$ cat src/rtl/connect4_pkg.sv
// Shared Connect-4 definitions: player encodings, board size and the
// turn-controller state encoding.
package connect4_pkg;

    localparam int BOARD_CELLS = 64;

    localparam logic [1:0] P_NONE = 2'b00;
    localparam logic [1:0] P1     = 2'b01;
    localparam logic [1:0] P2     = 2'b10;

    typedef enum logic [2:0] {
        S_IDLE   = 3'd0,
        S_LOAD   = 3'd1,
        S_CHECK  = 3'd2,
        S_DRAW   = 3'd3,
        S_WRITE  = 3'd4,
        S_NEXT   = 3'd5,
        S_REJECT = 3'd6,
        S_OVER   = 3'd7
    } ctrl_state_e;

    function automatic logic [1:0] other_player(input logic [1:0] p);
        return (p == P1) ? P2 : P1;
    endfunction

endpackage

$ cat src/rtl/phase_timer.sv
// Loadable down-counter; done is high while the count sits at 1, i.e. on the
// last cycle of a timed phase.
module phase_timer #(
    parameter int W = 3
) (
    input  logic         clk,
    input  logic         reset,
    input  logic         load,
    input  logic [W-1:0] load_value,
    output logic         done
);

    logic [W-1:0] count;

    always_ff @(posedge clk) begin
        if (reset) begin
            count <= '0;
        end else if (load) begin
            count <= load_value;
        end else if (count != '0) begin
            count <= count - 1'b1;
        end
    end

    assign done = (count == W'(1));

endmodule

$ cat src/rtl/turn_controller.sv
// Connect-4 turn sequencer: turns a go press into load / check / draw / write
// steps, counts accepted moves, alternates players and ends the game.
module turn_controller
    import connect4_pkg::*;
#(
    parameter int DRAW_CYCLES   = 2,
    parameter int REJECT_CYCLES = 4
) (
    input  logic        clk,
    input  logic        reset,
    input  logic        go,
    input  logic        valid,
    input  logic        game_won,
    output logic        ld_column,
    output logic        draw,
    output logic        ram_we,
    output logic [1:0]  player,
    output logic        busy,
    output logic        invalid,
    output logic        game_over,
    output logic        board_full,
    output logic [1:0]  winner,
    output logic [6:0]  moves,
    output ctrl_state_e dbg_state
);

    // Handshake: go is a level; only a 0->1 seen in IDLE starts a move. The
    // datapath answers with valid during CHECK (one cycle after ld_column),
    // and game_won is only looked at in NEXT; no other cycle consumes them.

    localparam int MAX_CYC = (DRAW_CYCLES > REJECT_CYCLES) ? DRAW_CYCLES : REJECT_CYCLES;
    localparam int TIMER_W = $clog2(MAX_CYC + 1);
    localparam logic [6:0] FULL_COUNT = 7'(BOARD_CELLS);

    ctrl_state_e        state, state_next;
    logic               prev_go;
    logic               go_rise;
    logic [6:0]         moves_inc;
    logic               timer_load;
    logic               timer_done;
    logic [TIMER_W-1:0] timer_value;

    assign go_rise     = go & ~prev_go;
    assign moves_inc   = (moves == FULL_COUNT) ? moves : moves + 7'd1;
    assign timer_load  = (state == S_CHECK);
    assign timer_value = valid ? TIMER_W'(DRAW_CYCLES) : TIMER_W'(REJECT_CYCLES);

    phase_timer #(.W(TIMER_W)) u_phase_timer (
        .clk        (clk),
        .reset      (reset),
        .load       (timer_load),
        .load_value (timer_value),
        .done       (timer_done)
    );

    // prev_go resets high so a button held through reset does not fire.
    always_ff @(posedge clk) begin
        if (reset) begin
            state      <= S_IDLE;
            prev_go    <= 1'b1;
            player     <= P1;
            moves      <= 7'd0;
            winner     <= P_NONE;
            board_full <= 1'b0;
        end else begin
            state   <= state_next;
            prev_go <= go;
            if (state == S_NEXT) begin
                moves <= moves_inc;
                if (game_won) begin
                    winner <= player;
                end else if (moves_inc == FULL_COUNT) begin
                    board_full <= 1'b1;
                end else begin
                    player <= other_player(player);
                end
            end
        end
    end

    always_comb begin
        state_next = state;
        case (state)
            S_IDLE:   if (go_rise) state_next = S_LOAD;
            S_LOAD:   state_next = S_CHECK;
            S_CHECK:  state_next = valid ? S_DRAW : S_REJECT;
            S_DRAW:   if (timer_done) state_next = S_WRITE;
            S_WRITE:  state_next = S_NEXT;
            S_NEXT:   state_next = (game_won || moves_inc == FULL_COUNT) ? S_OVER : S_IDLE;
            S_REJECT: if (timer_done) state_next = S_IDLE;
            S_OVER:   state_next = S_OVER;
            default:  state_next = S_IDLE;
        endcase
    end

    assign ld_column = (state == S_LOAD);
    assign draw      = (state == S_DRAW);
    assign ram_we    = (state == S_WRITE);
    assign invalid   = (state == S_REJECT);
    assign game_over = (state == S_OVER);
    assign busy      = (state != S_IDLE) && (state != S_OVER);
    assign dbg_state = state;

endmodule

$ cat config.mk
export PLATFORM = sky130hd
export DESIGN_NAME = turn_controller
export DESIGN_NICKNAME = d
export VERILOG_FILES = /design/src/rtl/connect4_pkg.sv /design/src/rtl/phase_timer.sv /design/src/rtl/turn_controller.sv
export SDC_FILE = /design/constraint.sdc
export NUM_CORES = 1
export LEC_CHECK = 0
export ABC_CLOCK_PERIOD_IN_PS = 2400
export BUFFER_PORTS_ARGS = -buffer_cell sky130_fd_sc_hd__buf_4
export CORE_MARGIN = 5
export CORE_UTILIZATION = 55
export CTS_BUF_LIST = sky130_fd_sc_hd__clkbuf_2
export DETAILED_ROUTE_END_ITERATION = 10
export PLACE_DENSITY = 0.81
export SLEW_MARGIN = 20
export SYNTH_ARGS = -nofsm -noshare
export SYNTH_HDL_FRONTEND = slang
export SYNTH_SLANG_ARGS = --single-unit
$ cat constraint.sdc
create_clock -name clk -period 2.4 [get_ports clk]
set_input_delay 0.12 -clock clk [delete_from_list [all_inputs] [get_ports clk]]
set_output_delay 0.12 -clock clk [all_outputs]
set_load 0.05 [all_outputs]
### Word-level counts from Yosys, hierarchy flattened

Cells that the tools add are included.

| word-level totals | value |
|---|---|
| word-level logic and storage cells | 49 |
| bits in registers | 19 |
| output and inout bits | 21 |

| cells by class | value |
|---|---|
| reductions and logical operators | 10 |
| add/sub/neg operators | 2 |
| muxes and demuxes | 11 |
| bitwise operators | 4 |
| equality and inequality tests | 15 |

Operators with widths:

| cell | count |
|---|---|
| 2-to-1 mux 3 bit | 8 |
| one-hot mux 3 bit (8 select lines) | 1 |
| == test 7 bit, second input constant | 2 |
| == test 3 bit, second input constant | 4 |
| AND reduction 3 bit | 3 |
| adder 7 x 1 -> 7 bit, second input constant | 1 |
| 2-to-1 mux 7 bit | 1 |
| == test 3 x 1 -> 1 bit, second input constant | 2 |
| == test 3 x 2 -> 1 bit, second input constant | 2 |
| nonzero test 3 bit | 2 |
| != test 2 x 1 -> 1 bit, second input constant | 2 |
| logical NOT 3 bit | 1 |
| != test 3 bit, second input constant | 1 |
| NOT 1 bit | 3 |
| subtractor 3 x 1 -> 3 bit, second input constant | 1 |
| == test 2 x 1 -> 1 bit, second input constant | 1 |
| 2-to-1 mux 2 bit | 1 |
| != test 2 bit, second input constant | 1 |
| AND reduction 2 bit | 1 |
| nonzero test 2 bit | 1 |
| bitwise AND 1 bit | 1 |
| logical AND 1 bit | 1 |
| logical OR 1 bit | 1 |

### Depth between registers and ports, before layout

| logic depth | value |
|---|---|
| depth after elaboration | 6 |
| gate-level depth with buffers | 7 |
| mapped depth without buffers | 7 |

### Cells and area by module

From an unflattened synthesis, not the netlist that was laid out.

| unflattened totals | value |
|---|---|
| cell total of the unflattened synthesis | 148 |
| area, all modules | 1227.4 um^2 |

Modules (own cells, without submodules):

| module | instances | area each (um^2) | seq. area each (um^2) | cells an instance |
|---|---|---|---|---|
| turn_controller | 1 | 1003.5 | 320.3 | 125 |
| phase_timer | 1 | 224.0 | 60.1 | 23 |

### Least setup slack after synthesis

No wires, ideal clock.

| timing | value |
|---|---|
| path kind | reg2out |
| from | reg state[2], in the netlist dbg_state[2] |
| to | out busy |
| data required time | 2.280 ns |
| data arrival time | 2.203 ns |
| buffers on the path | 1 |
| stages on the path, launching flop included | 5 |
| path slack | 0.077 ns |
| cell sequence | dfxtp_1 > clkbuf_1 > inv_1 > nor2_1 > nor2_1 |

| between the ends | value |
|---|---|
| cells in the longest elaborated chain, start to end | 2 |
| elaborated cells on any way between the ends | 3 |
| classes of those cells | eq/ne: 1; reduce/logical: 2 |

RTL lines:

| item | RTL line | RTL |
|---|---|---|
| start, declared | turn_controller.sv:35 | `ctrl_state_e state, state_next;` |
| start signal, assigned | turn_controller.sv:66 | `state <= state_next;` |
| != test 3 bit / nonzero test 3 bit (equally long branches) | turn_controller.sv:101 | `assign busy = (state != S_IDLE) && (state != S_OVER);` |
| logical AND 1 bit (*) | turn_controller.sv:101 |  |
| end, declared | turn_controller.sv:18 | `output logic busy,` |

Every way passes the cells marked *; elsewhere a longest branch is shown, timed or not.

### Worst setup path after layout

| timing | value |
|---|---|
| from | reg moves[0] |
| to | reg player[0] |

| between the ends | value |
|---|---|
| cells in the longest elaborated chain, start to end | 5 |
| elaborated cells on any way between the ends | 6 |
| classes of those cells | add/sub: 1; eq/ne: 2; mux: 1; bitwise: 1; reduce/logical: 1 |

RTL lines:

| item | RTL line | RTL |
|---|---|---|
| start, declared | turn_controller.sv:23 | `output logic [6:0] moves,` |
| start signal, assigned | turn_controller.sv:69 | `moves <= moves_inc;` |
| adder 7 x 1 -> 7 bit / == test 7 bit (equally long branches) | turn_controller.sv:44 | `assign moves_inc = (moves == FULL_COUNT) ? moves : moves + 7'd1;` |
| 2-to-1 mux 7 bit (*) | turn_controller.sv:44 |  |
| == test 7 bit (*) | turn_controller.sv:72 | `end else if (moves_inc == FULL_COUNT) begin` |
| NOT 1 bit (no source line) (*) | - |  |
| AND reduction 3 bit (no source line) (*) | - |  |
| end signal, assigned | turn_controller.sv:75 | `player <= other_player(player);` |
| end, declared | turn_controller.sv:17 | `output logic [1:0] player,` |

Marks and branches as above.
A chain may end at the register's enable or synchronous reset.

==> flow_metrics.env <==
export IMPL_wl_met3_um=138
export IMPL_initial_core_util_pct=58.78
export IMPL_vias=1060
export IMPL_n_antenna_cell=0
export IMPL_worst_slew_pin_slew_ps=482.7
export IMPL_drive_gt1_share_pct=26.06
export IMPL_wl_per_cell_um=12.51
export IMPL_hold_class="in2reg"
export IMPL_grt_max_degree=23
export IMPL_die_h_um=56.02
export IMPL_drt_iter0_drc=18
export IMPL_p_leak_nw=0.5629
export IMPL_cts_setup_buffers=0
export IMPL_reg2reg_depth=7
export IMPL_postCtsHoldBufs=1
export IMPL_finClkSkew_ps=7.815
export IMPL_crit_family="compound AO/OA/AOI/OAI gates"
export IMPL_grt_antenna_before_repair=0
export IMPL_viasPerCell=5.521
export IMPL_fin_cells=192
export IMPL_syn_area_per_cell_um2=8.203
export IMPL_maxSlewViolCount=0
export IMPL_clk_pin_slew_worst_paths_ps=180
export IMPL_htree_num_levels=1
export IMPL_netlist_instances=142
export IMPL_port_buffers=25
export IMPL_dr_pass1_iters=4
export IMPL_wl_met1_um=1163
export IMPL_period_minus_slack_ps=2073
export IMPL_syn_cell_area_um2=1165
export IMPL_ff_latch_area_um2=380.4
export IMPL_crit_slowest_cell="dfxtp_1"
export IMPL_wl_met2_um=1092
export IMPL_finalSetupViolations=0
export IMPL_num_fill_cells=159
export IMPL_path_max_fanout=8
export IMPL_crit_chain="inv_1 > ha_1 > nand3b_1 > a21oi_1 > o211a_1 > a2111o_2 > o31a_1"
export IMPL_syn_num_nets=152
export IMPL_path_depth=7
export IMPL_row_count=16
export IMPL_max_stage_delay_ps=510
export IMPL_endpoint_kind="flip-flop"
export IMPL_cp_required_ps=2610
export IMPL_maxCapViolations=0
export IMPL_ant_nets=0
export IMPL_multi_input_area_um2=724.4
export IMPL_crit_type="reg2reg"
export IMPL_worstPathArrival_ps=2290
export IMPL_slew_limit_headroom_pct=67.71
export IMPL_rsz0062_at_grt="no"
export IMPL_ys_warn_count=0
export IMPL_critPathBufInv=1
export IMPL_wirelength_um=2402
export IMPL_nets=176
export IMPL_whs_path_depth=2
export IMPL_ctsResizeCount=0
export IMPL_p_total_mw=1.067
export IMPL_die_area_um2=3138
export IMPL_clockBufferDepth=2
export IMPL_fin_tns_setup_ps=0
export IMPL_clkLatencyLatePin_ps=300
export IMPL_p_per_area_nw_per_um2=768.0
export IMPL_numCtsBuffers=3
export IMPL_dp_cells=186
export IMPL_ys_seq_area_share_pct=32.65
export IMPL_drc=0
export IMPL_cts_root_buf="clkbuf_2"
export IMPL_place_congestion=0.8619
export IMPL_cts_tree="yes"
export IMPL_cts_sinks=19
export IMPL_grt_pass1_vias=963
export IMPL_outcome="finished clean"
export IMPL_synth_seq_cells=19
export IMPL_grt_pass1_wl_um=4126
export IMPL_dp_final_hpwl_um=1788
export IMPL_core_um2=1982
export IMPL_peakVddDrop_mv=0.5876
export IMPL_start_kind="flip-flop"
export IMPL_area_growth_synth_to_final_pct=19.23
export IMPL_track_usage_pct=15.52
export IMPL_synth_distinct_cells=41
export IMPL_grt_overflow_total=0
export IMPL_topRoutingLayerUsed="met4"
export IMPL_timing_final_crit_share_pct=86.38
export IMPL_die_x_um=56.02
export IMPL_fmax_mhz=482.4
export IMPL_hold_viol_final=0
export IMPL_io_pins=26
[cell type report]
type                       instances  share of cell area [%]
multi-input combinational        109                   52.16
sequential                        19                   27.39
timing repair buffer              27                   14.95
tap                               27                   2.432
inverter                           6                   1.622
clock buffer                       4                   1.441
[final timing paths]
kind	endpoint	startpoint	slack, ps
hold reg to reg	winner[0]	winner[0]	480
setup reg to reg	player[0]	moves[0]	330
hold / removal	board_full	game_won	80
setup / recovery	player[0]	moves[0]	330
[cell usage after synthesis]
library cell	count	area, um^2
a2111o_2	1	12.51
a211o_2	1	10.01
a211oi_1	1	7.510
a211oi_4	1	20.02
a21boi_0	1	7.510
a21o_1	2	15.01
a21oi_1	13	65.06
a221oi_1	1	8.760
and3b_1	1	8.760
and4_2	1	10.01
buf_6	1	11.26
clkbuf_1	7	26.28
dfxtp_1	19	380.4
ha_1	5	62.56
inv_1	6	22.52
mux2i_1	1	10.01
nand2_1	11	41.29
nand2b_1	8	50.05
nand3_1	4	20.02
nand3_2	1	10.01
nand3b_1	1	7.510
nand4_1	4	25.02
nor2_1	20	75.07
nor2_4	1	11.26
nor3_1	4	20.02
o211a_1	1	10.01
o211ai_1	1	7.510
o21ai_0	4	20.02
o21ai_1	1	5.000
o22ai_1	1	6.260
o31a_1	1	8.760
o31ai_2	1	12.51
o32ai_1	1	8.760
o41ai_4	1	27.53
or2_2	2	12.51
or3_1	1	6.260
or3_4	1	11.26
or3b_2	2	17.52
or4_4	1	11.26
xnor2_1	4	35.03
xor2_1	3	26.28
[power breakdown]
part           internal (mW)  switching (mW)  leakage (nW)
logic                  0.188           0.316         0.392
registers              0.355          0.0623         0.154
clock network         0.0442           0.100        0.0166
[per-layer routing]
metal  vias up  track usage, %
met4         0           4.746
met2        30           24.04
met3         2           2.552
met5         -               0
li1        548               -
met1       480           21.88
[metrics by stage]
| stage | cell area [um^2] | hold WS (ps) | util [%] | worst slack [ps] |
|---|---|---|---|---|
| after floorplan | 1165 | 226.6 | - | 77.02 |
| after global placement | 1349 | 317.7 | 68.06 | 433.1 |
| after detailed placement | 1349 | 322.2 | 68.06 | 357.5 |
| after CTS | 1379 | 7.902 | 69.57 | 325.8 |
| after global routing | 1389 | 65.59 | 70.08 | 211.7 |
| final | 1389 | 75.14 | 70.08 | 326.8 |
[logic make-up after synthesis]
family,Yosys count,share of synthesized area (%)
xor gates and xnor gates,7,5.263
AOI/OAI and AO/OA,33,21.70
DFF,19,32.65
adders and majority gates,5,5.371
muxes,1,0.8593
and+or+nand+nor,63,29.00
buffers and inverters,14,5.156
[cell usage in the layout, fill, tap and decap left out, drive strengths merged]
cell type    netlist  routed
a211o              1       1
nand3              5       5
nand4              4       4
clkbuf             7       4
o41ai              1       1
mux2i              1       1
o21ai              5       5
or3                2       2
o211a              1       1
a221oi             1       1
a21o               2       2
a2111o             1       1
xor2               3       3
and3b              1       1
or3b               2       2
o32ai              1       1
dfxtp             19      19
o31ai              1       1
buf                1      25
nand2b             8       8
xnor2              4       4
ha                 5       5
nand2             11      11
o211ai             1       1
or2                2       2
a21oi             13      13
nand3b             1       1
nor2              21      21
a21boi             1       1
a211oi             2       2
o31a               1       1
inv                6       6
o22ai              1       1
and4               1       1
dlygate4sd3        0       2
or4                1       1
nor3               4       4
[registers in the layout, summed over array words and instances (netlist names)]
signal               cells
player                   2
winner                   2
board_full               1
u_phase_timer.count      3
dbg_state                3
moves                    7
prev_go                  1
Power figures use the tool's default switching activity.
